$ cat src/rtl/nibble_serial_adder_ctrl.sv
// Wide adder that reuses one 4-bit ripple-carry datapath for WIDTH/4 cycles, LSB nibble first,
// with a registered carry between nibbles and valid/ready handshakes on both sides.

module full_adder (
  input  logic a_i,
  input  logic b_i,
  input  logic c_i,
  output logic s_o,
  output logic c_o
);
  assign s_o = a_i ^ b_i ^ c_i;
  assign c_o = (a_i & b_i) | (c_i & (a_i ^ b_i));
endmodule

module nibble_serial_adder_ctrl #(
  parameter int WIDTH = 16
) (
  input  logic             clk,
  input  logic             reset,
  input  logic             in_valid,
  output logic             in_ready,
  input  logic [WIDTH-1:0] a,
  input  logic [WIDTH-1:0] b,
  input  logic             carry_in,
  output logic             out_valid,
  input  logic             out_ready,
  output logic [WIDTH-1:0] sum,
  output logic             carry_out,
  output logic             busy
);
  localparam int NIBBLES = WIDTH / 4;
  localparam int IDXW    = (NIBBLES > 1) ? $clog2(NIBBLES) : 1;
  localparam logic [IDXW-1:0] LAST_IDX = IDXW'(NIBBLES - 1);

  if ((WIDTH % 4) != 0 || WIDTH < 4) begin : g_bad_width
    $error("nibble_serial_adder_ctrl: WIDTH must be a multiple of 4 and >= 4");
  end

  typedef enum logic [1:0] {
    IDLE = 2'd0,
    RUN  = 2'd1,
    DONE = 2'd2
  } state_e;

  state_e           state_q, state_d;
  logic [WIDTH-1:0] a_q, a_d;
  logic [WIDTH-1:0] b_q, b_d;
  logic             c_q, c_d;
  logic [IDXW-1:0]  idx_q, idx_d;
  logic [WIDTH-1:0] sum_q, sum_d;
  logic             co_q, co_d;

  logic [3:0]       nib_a_s;
  logic [3:0]       nib_b_s;
  logic [3:0]       nib_sum_s;
  logic [4:0]       chain_s;
  logic             nib_co_s;

  assign nib_a_s    = a_q[{idx_q, 2'b00} +: 4];
  assign nib_b_s    = b_q[{idx_q, 2'b00} +: 4];
  assign chain_s[0] = c_q;
  assign nib_co_s   = chain_s[4];

  for (genvar g = 0; g < 4; g++) begin : g_fa
    full_adder u_fa (
      .a_i (nib_a_s[g]),
      .b_i (nib_b_s[g]),
      .c_i (chain_s[g]),
      .s_o (nib_sum_s[g]),
      .c_o (chain_s[g+1])
    );
  end

  // in_ready is forced low while reset is held, even though the state already reads IDLE
  assign in_ready  = (state_q == IDLE) && !reset;
  assign out_valid = (state_q == DONE);
  assign busy      = (state_q != IDLE);
  assign sum       = sum_q;
  assign carry_out = co_q;

  always_comb begin
    state_d = state_q;
    a_d     = a_q;
    b_d     = b_q;
    c_d     = c_q;
    idx_d   = idx_q;
    sum_d   = sum_q;
    co_d    = co_q;
    case (state_q)
      IDLE: begin
        if (in_valid && in_ready) begin
          a_d     = a;
          b_d     = b;
          c_d     = carry_in;
          sum_d   = '0;
          co_d    = 1'b0;
          idx_d   = '0;
          state_d = RUN;
        end else begin
          state_d = IDLE;
        end
      end
      RUN: begin
        sum_d[{idx_q, 2'b00} +: 4] = nib_sum_s;
        c_d                        = nib_co_s;
        if (idx_q == LAST_IDX) begin
          co_d    = nib_co_s;
          idx_d   = '0;
          state_d = DONE;
        end else begin
          idx_d   = idx_q + 1'b1;
        end
      end
      DONE: begin
        if (out_ready) begin
          state_d = IDLE;
        end else begin
          state_d = DONE;
        end
      end
      default: state_d = IDLE;
    endcase
  end

  always_ff @(posedge clk or posedge reset) begin
    if (reset) begin
      state_q <= IDLE;
      a_q     <= '0;
      b_q     <= '0;
      c_q     <= 1'b0;
      idx_q   <= '0;
      sum_q   <= '0;
      co_q    <= 1'b0;
    end else begin
      state_q <= state_d;
      a_q     <= a_d;
      b_q     <= b_d;
      c_q     <= c_d;
      idx_q   <= idx_d;
      sum_q   <= sum_d;
      co_q    <= co_d;
    end
  end
endmodule

$ cat config.mk
export PLATFORM = sky130hd
export DESIGN_NAME = nibble_serial_adder_ctrl
export DESIGN_NICKNAME = d
export VERILOG_FILES = /design/src/rtl/nibble_serial_adder_ctrl.sv
export SDC_FILE = /design/constraint.sdc
export NUM_CORES = 1
export LEC_CHECK = 0
export BUFFER_PORTS_ARGS = -buffer_cell sky130_fd_sc_hd__buf_2
export CAP_MARGIN = 20
export CORE_UTILIZATION = 50
export DETAILED_ROUTE_END_ITERATION = 12
export GPL_TIMING_DRIVEN = 0
export PLACE_DENSITY_LB_ADDON = 0.12
export SETUP_SLACK_MARGIN = 0.4
export SYNTH_ARGS = -nofsm -noshare
export SYNTH_HDL_FRONTEND = slang
export SYNTH_SLANG_ARGS = --single-unit
$ cat constraint.sdc
create_clock -name clk -period 4.9 [get_ports clk]
set_input_delay 0.245 -clock clk [delete_from_list [all_inputs] [get_ports clk]]
set_output_delay 0.245 -clock clk [all_outputs]
set_load 0.02 [all_outputs]
Yosys cells after proc, flatten, opt, wreduce, memory -nomap -nowiden
Index checks and enable logic that the tools add are counted.
Widths: inputs -> output; s select.
- $add $sub $neg: 2
- equal/unequal tests: 5
- shifts and indexed selects: 4
- multiplexer cells: 15
- bitwise operators: 20
- reductions and logical operators: 9
- operators by type and width (cell ; count):
    $pmux 16 s2 ; 1
    $shiftx 16x5->4 ; 2
    $bwmux 16 ; 1
    $mux 16 ; 1
    $shift 4x6->16 const A ; 1
    $shiftx 4x6->16 ; 1
    $and 1x1->1 ; 8
    $mux 2 ; 4
    $xor 1x1->1 ; 8
    $neg 4->6 ; 1
    $pmux 2 s3 ; 1
    $eq 2x2->1 const B ; 2
    $mux 1 ; 4
    $or 1x1->1 ; 4
    $pmux 1 s2 ; 2
    $pmux 2 s2 ; 1
    $reduce_and 2->1 ; 2
    $reduce_bool 2->1 ; 2
    $reduce_and 3->1 ; 1
    $add 2x1->2 const B ; 1
    $eq 2x1->1 const B ; 1
    $logic_and 1x1->1 ; 2
    $logic_not 2->1 ; 1
    $ne 2x1->1 const B ; 1
    2 further kinds ; 2
- bits in registers: 54
- bits of input ports: 37
- output and inout port bits: 20
- word-level logic and storage cells: 62

Depth between registers and ports, before layout
- depth in word-level cells: 12
- mapped depth: 11
- depth with buffers taken out: 10

By module
A second synthesis with hierarchy kept.
- cells, all modules: 159
- area total of the unflattened synthesis: 2478.6 sq um
- by module, submodules not included (module ; times used ; cells each ; area each (sq um) ; seq. area each (sq um)):
    nibble_serial_adder_ctrl ; 1 ; 155 ; 2398.6 ; 1351.3
    full_adder ; 4 ; 1 ; 20.0 ; 0.0

Least setup slack after synthesis
OpenSTA, ideal clock, no wires.
- path kind: register to register
- start: register idx_q[0]
- end: register sum_q[3], in the netlist sum[3]
- setup time: 121 ps
- arrival: 2677 ps
- required time: 4779 ps
- setup slack: 2102 ps
- cell stages (with the launch flop): 10
- buffers on the path: 2
- period minus slack after synthesis: 2798 ps
- cells stage by stage: dfrtp_1 buf_2 buf_2 mux4_2 fa_1 inv_1 fa_1 inv_1 fa_1 a22o_1
- word-level cells in the longest chain between the ends: 12
- elaborated cells between the ends (all ways): 24
- those cells by class: 1 x add/sub; 4 x shift; 2 x mux; 17 x bitwise
- ends and longest elaborated chain (what ; RTL line ; RTL):
    start, declared ; 49 ; logic [IDXW-1:0] idx_q, idx_d;
    start signal, assigned ; 139 ; idx_q <= idx_d;
    $shiftx 16x5->4, on equally long branches ; 59, 60 ;
    $xor 1x1->1 ; 11, 12 ;
    $and 1x1->1 ; 12 ; assign c_o = (a_i & b_i) | (c_i & (a_i ^ b_i));
    $or 1x1->1 ; 12 ;
    $and 1x1->1 ; 12 ;
    $or 1x1->1 ; 12 ;
    $and 1x1->1 ; 12 ;
    $or 1x1->1 ; 12 ;
    $xor 1x1->1 ; 11 ; assign s_o = a_i ^ b_i ^ c_i;
    $shiftx 4x6->16 ; 104 ; sum_d[{idx_q, 2'b00} +: 4] = nib_sum_s;
    $bwmux 16 (*) ; 104 ;
    $pmux 16 s2 (*) ; 89 ; case (state_q)
    end signal, assigned ; 140 ; sum_q <= sum_d;
    end, declared ; 50 ; logic [WIDTH-1:0] sum_q, sum_d;
Mark *: on every way between the ends. The rest lies on a longest branch, timed or not.
A chain may end at the register's enable or synchronous reset.

Worst setup path in the final report
- start: register idx_q[1]
- end: register sum_q[3], in the netlist sum[3]
The elaborated chain is that of the path after synthesis.

==> results by group <==
Synth
  – Post-synth top flop: dfrtp_1
  – Count of different cell masters after synthesis: 30
  – Net Count, Synth: 286
  – Register bit total from synthesis: 54
  – Ys async rst share: 100%
  – Synthesized area: 2540 µm²
  – Sequential area share after synthesis: 53.2%
  – Number of synthesized flops with an enable pin: 0
  – Mapped Cells: 241
  – Mapped Avg Cell Area: 10.5 µm²
  – Synth Warn #: 0

Place
  – Placed Area: 2930 µm²
  – GPL Wtd Cong: 0.768
  – IO Port Bufs: 56
  – Post-DP HPWL: 3.67 mm

Route
  – Total routed wirelength: 5.21 mm
  – Vias: 1882
  – Iter 0 DRT Violations: 75
  – Post-DRT Antenna Nets: 0
  – TritonRoute pass-1 iters: 4
  – Drt wl/cell: 13.9 µm
  – Drt drc: 0
  – Vias/cell: 5.03

Clock tree
  – Root Driver: clkbuf_8
  – Clk_lat worst skew: 0.31 ns
  – CTS resizes: 0
  – Num CTS Buffers: 5
  – Htree depth: 2
  – Reg clk slew, reported paths: 0.09 ns
  – Clock sink total: 54
  – Clock tree from TritonCTS: yes
  – Clock tree buffer depth: 2

Floorplan
  – Initial Utilization: 52.8%
  – Die X-Extent: 73.3 µm
  – Row cnt: 25
  – Die span in y: 73.3 µm
  – Core area: 4820 µm²
  – Io pins: 57
  – Die ar.: 5370 µm²

Setup path
  – FF-to-FF Start: idx_q[1]$_DFFE_PP0P_
  – CP startpoint: idx_q[1]$_DFFE_PP0P_
  – Crit Path Max Fanout: 9
  – Crit path cell chain: clkbuf_1, mux4_2, inv_1, fa_1, inv_1, fa_1, inv_1, fa_1, inv_1, fa_1, a22o_1
  – Reg-to-reg slack, setup: 1.76 ns
  – Crit path required time: 5.10 ns
  – Critical Path AT: 3.34 ns
  – Crit-path leading delay family: adder cells
  – Critical path startpoint category: flop
  – WS Path Type: flop to flop
  – Critical Path Max Stage Delay: 0.49 ns
  – Crit end category: flop
  – CP max-delay cell: fa_1
  – CP bufs+invs: 5

Power and ir drop
  – Cell area power density: 679 nW/µm²
  – Worst vdd rail ir drop: 318 µV
  – Leak Pwr: 1.64 nW

Finish
  – Area grow syn2layout: 19.8%
  – Commonest non-fill, non-tap cells in the layout: nand2_1, buf_2, dfrtp_1
  – Share of layout cells above drive strength 1: 28.7%
  – Most common cell after layout, fill and taps aside: nand2_1
  – Final Cell Area: 3040 µm²
  – Layout net count: 351
  – N_diodes: 0

Min path
  – Hold_sp: out_ready
  – Worst hold path type: input pin to flop

STA
  – Tcrit/Tclk final: 64.1%
  – Final hold viol count: 0
  – Slew margin rel.: 62.3%
  – Final Max Tran Viols: 0
  – Post-Route Setup TNS: 0 ns
  – Tightest Pin Transition: 0.566 ns
  – Final clock skew: 0.00586 ns
  – Final setup vio count: 0
  – Post-route minimum period: 3.14 ns
  – Max frequency: 0.318 GHz
  – RSZ-0062 raised after global routing: no

GRT
  – Initial antenna violation count: 0
  – Grt total ovfl: 0
  – GR Util All Layers: 22.6%
  – Largest net degree at the start of global routing: 40
  – Vias in the first global route: 1844
  – Global-route wire length before repair: 8.93 mm

Status
  – Run status: finished, final reports clean

Job
  – Max cap viols: 0
[per-stage QoR]
stage	instances	total power [mW]	hold slack, ns	setup slack (ns)	utilization (%)
after global placement	364	1.77	0.433	1.79	60.3
after CTS	374	2.08	0.0882	1.74	63.2
after detailed placement	365	1.78	0.269	1.79	60.7
after floorplan	241	1.47	0.331	2.10	-
after global routing	374	2.23	0.0903	1.60	63.2
final	374	2.07	0.0961	1.76	63.2
[registers in the layout, indices dropped and copies added, names as in the netlist]
| register | flops |
|---|---|
| carry_out | 1 |
| state_q | 2 |
| c_q | 1 |
| sum | 16 |
| idx_q | 2 |
| a_q | 16 |
| b_q | 16 |
[area by class of cell]
type / count / area (µm²)
Inverter: 12 / 45.0
Timing Repair Buffer: 58 / 310
Multi-Input combinational cell: 162 / 1040
Tap cell: 67 / 83.8
Clock inverter: 3 / 40.0
Sequential cell: 54 / 1350
Clock buffer: 5 / 68.8
Buffer: 13 / 106
Fill cell: 412 / 1770
[per-layer routing]
| metal | track usage [%] | vias to the layer above | share of wire, % |
|---|---|---|---|
| met5 | 0 | - | 0 |
| met4 | 7.91 | 0 | 1.5 |
| met3 | 4.80 | 7 | 6.0 |
| met2 | 37.1 | 60 | 48 |
| met1 | 29.8 | 886 | 44 |
| li1 | - | 929 | - |
[worst reg2reg max path, stage by stage (launching register included)]
cell	delay, ns
dfrtp_1	0.38
clkbuf_1	0.46
mux4_2	0.33
inv_1	0.07
fa_1	0.38
inv_1	0.07
fa_1	0.15
inv_1	0.05
fa_1	0.35
inv_1	0.07
fa_1	0.49
a22o_1	0.24
[synth_stat cells, types with 4 or more instances]
cell       instances  area (µm²)
a22o_1             8        70.1
dfrtp_1           54        1350
a21oi_1            4        20.0
mux4_2             8         180
nand2_1           98         368
buf_2              7        35.0
o2bb2ai_1          8        70.1
nor2_1             4        15.0
inv_1             12        45.0
ha_1               4        50.1
fa_1               4        80.1
[power breakdown]
part | switching, mW | total [mW] | internal (mW)
sequential | 0.104 | 0.738 | 0.634
combinational | 0.601 | 1.03 | 0.433
clock | 0.144 | 0.294 | 0.151
total | 0.849 | 2.07 | 1.22
[worst paths after layout]
kind | end | depth (start not counted)
setup / recovery | sum[3]$_DFFE_PP0P_ | 11
hold / removal | state_q[1]$_DFFE_PP0N_ | 2
setup reg to reg | sum[3]$_DFFE_PP0P_ | 11
hold reg to reg | a_q[9]$_DFFE_PP0P_ | 2
max in group asynchronous | sum[0]$_DFFE_PP0P_ | 4
min in group asynchronous | state_q[1]$_DFFE_PP0N_ | 3
[kinds of logic (layout without fill, tap and decap cells)]
logic type / after synthesis / after routing / share of synthesized area (%)
simple gates: 120 / 120 / 20.5
buf+inv: 25 / 91 / 5.96
compound gates: 26 / 26 / 8.17
flops: 54 / 54 / 53.2
mux: 8 / 8 / 7.09
fa+ha+maj: 8 / 8 / 5.12
[what timing repair did]
| item | 4_1_cts | 5_1_grt |
|---|---|---|
| setup buffers | 0 | 0 |
| hold buffers | 1 | 0 |
| endpoints found under the hold margin | 15 | 0 |
Power figures use the tool's default switching activity.
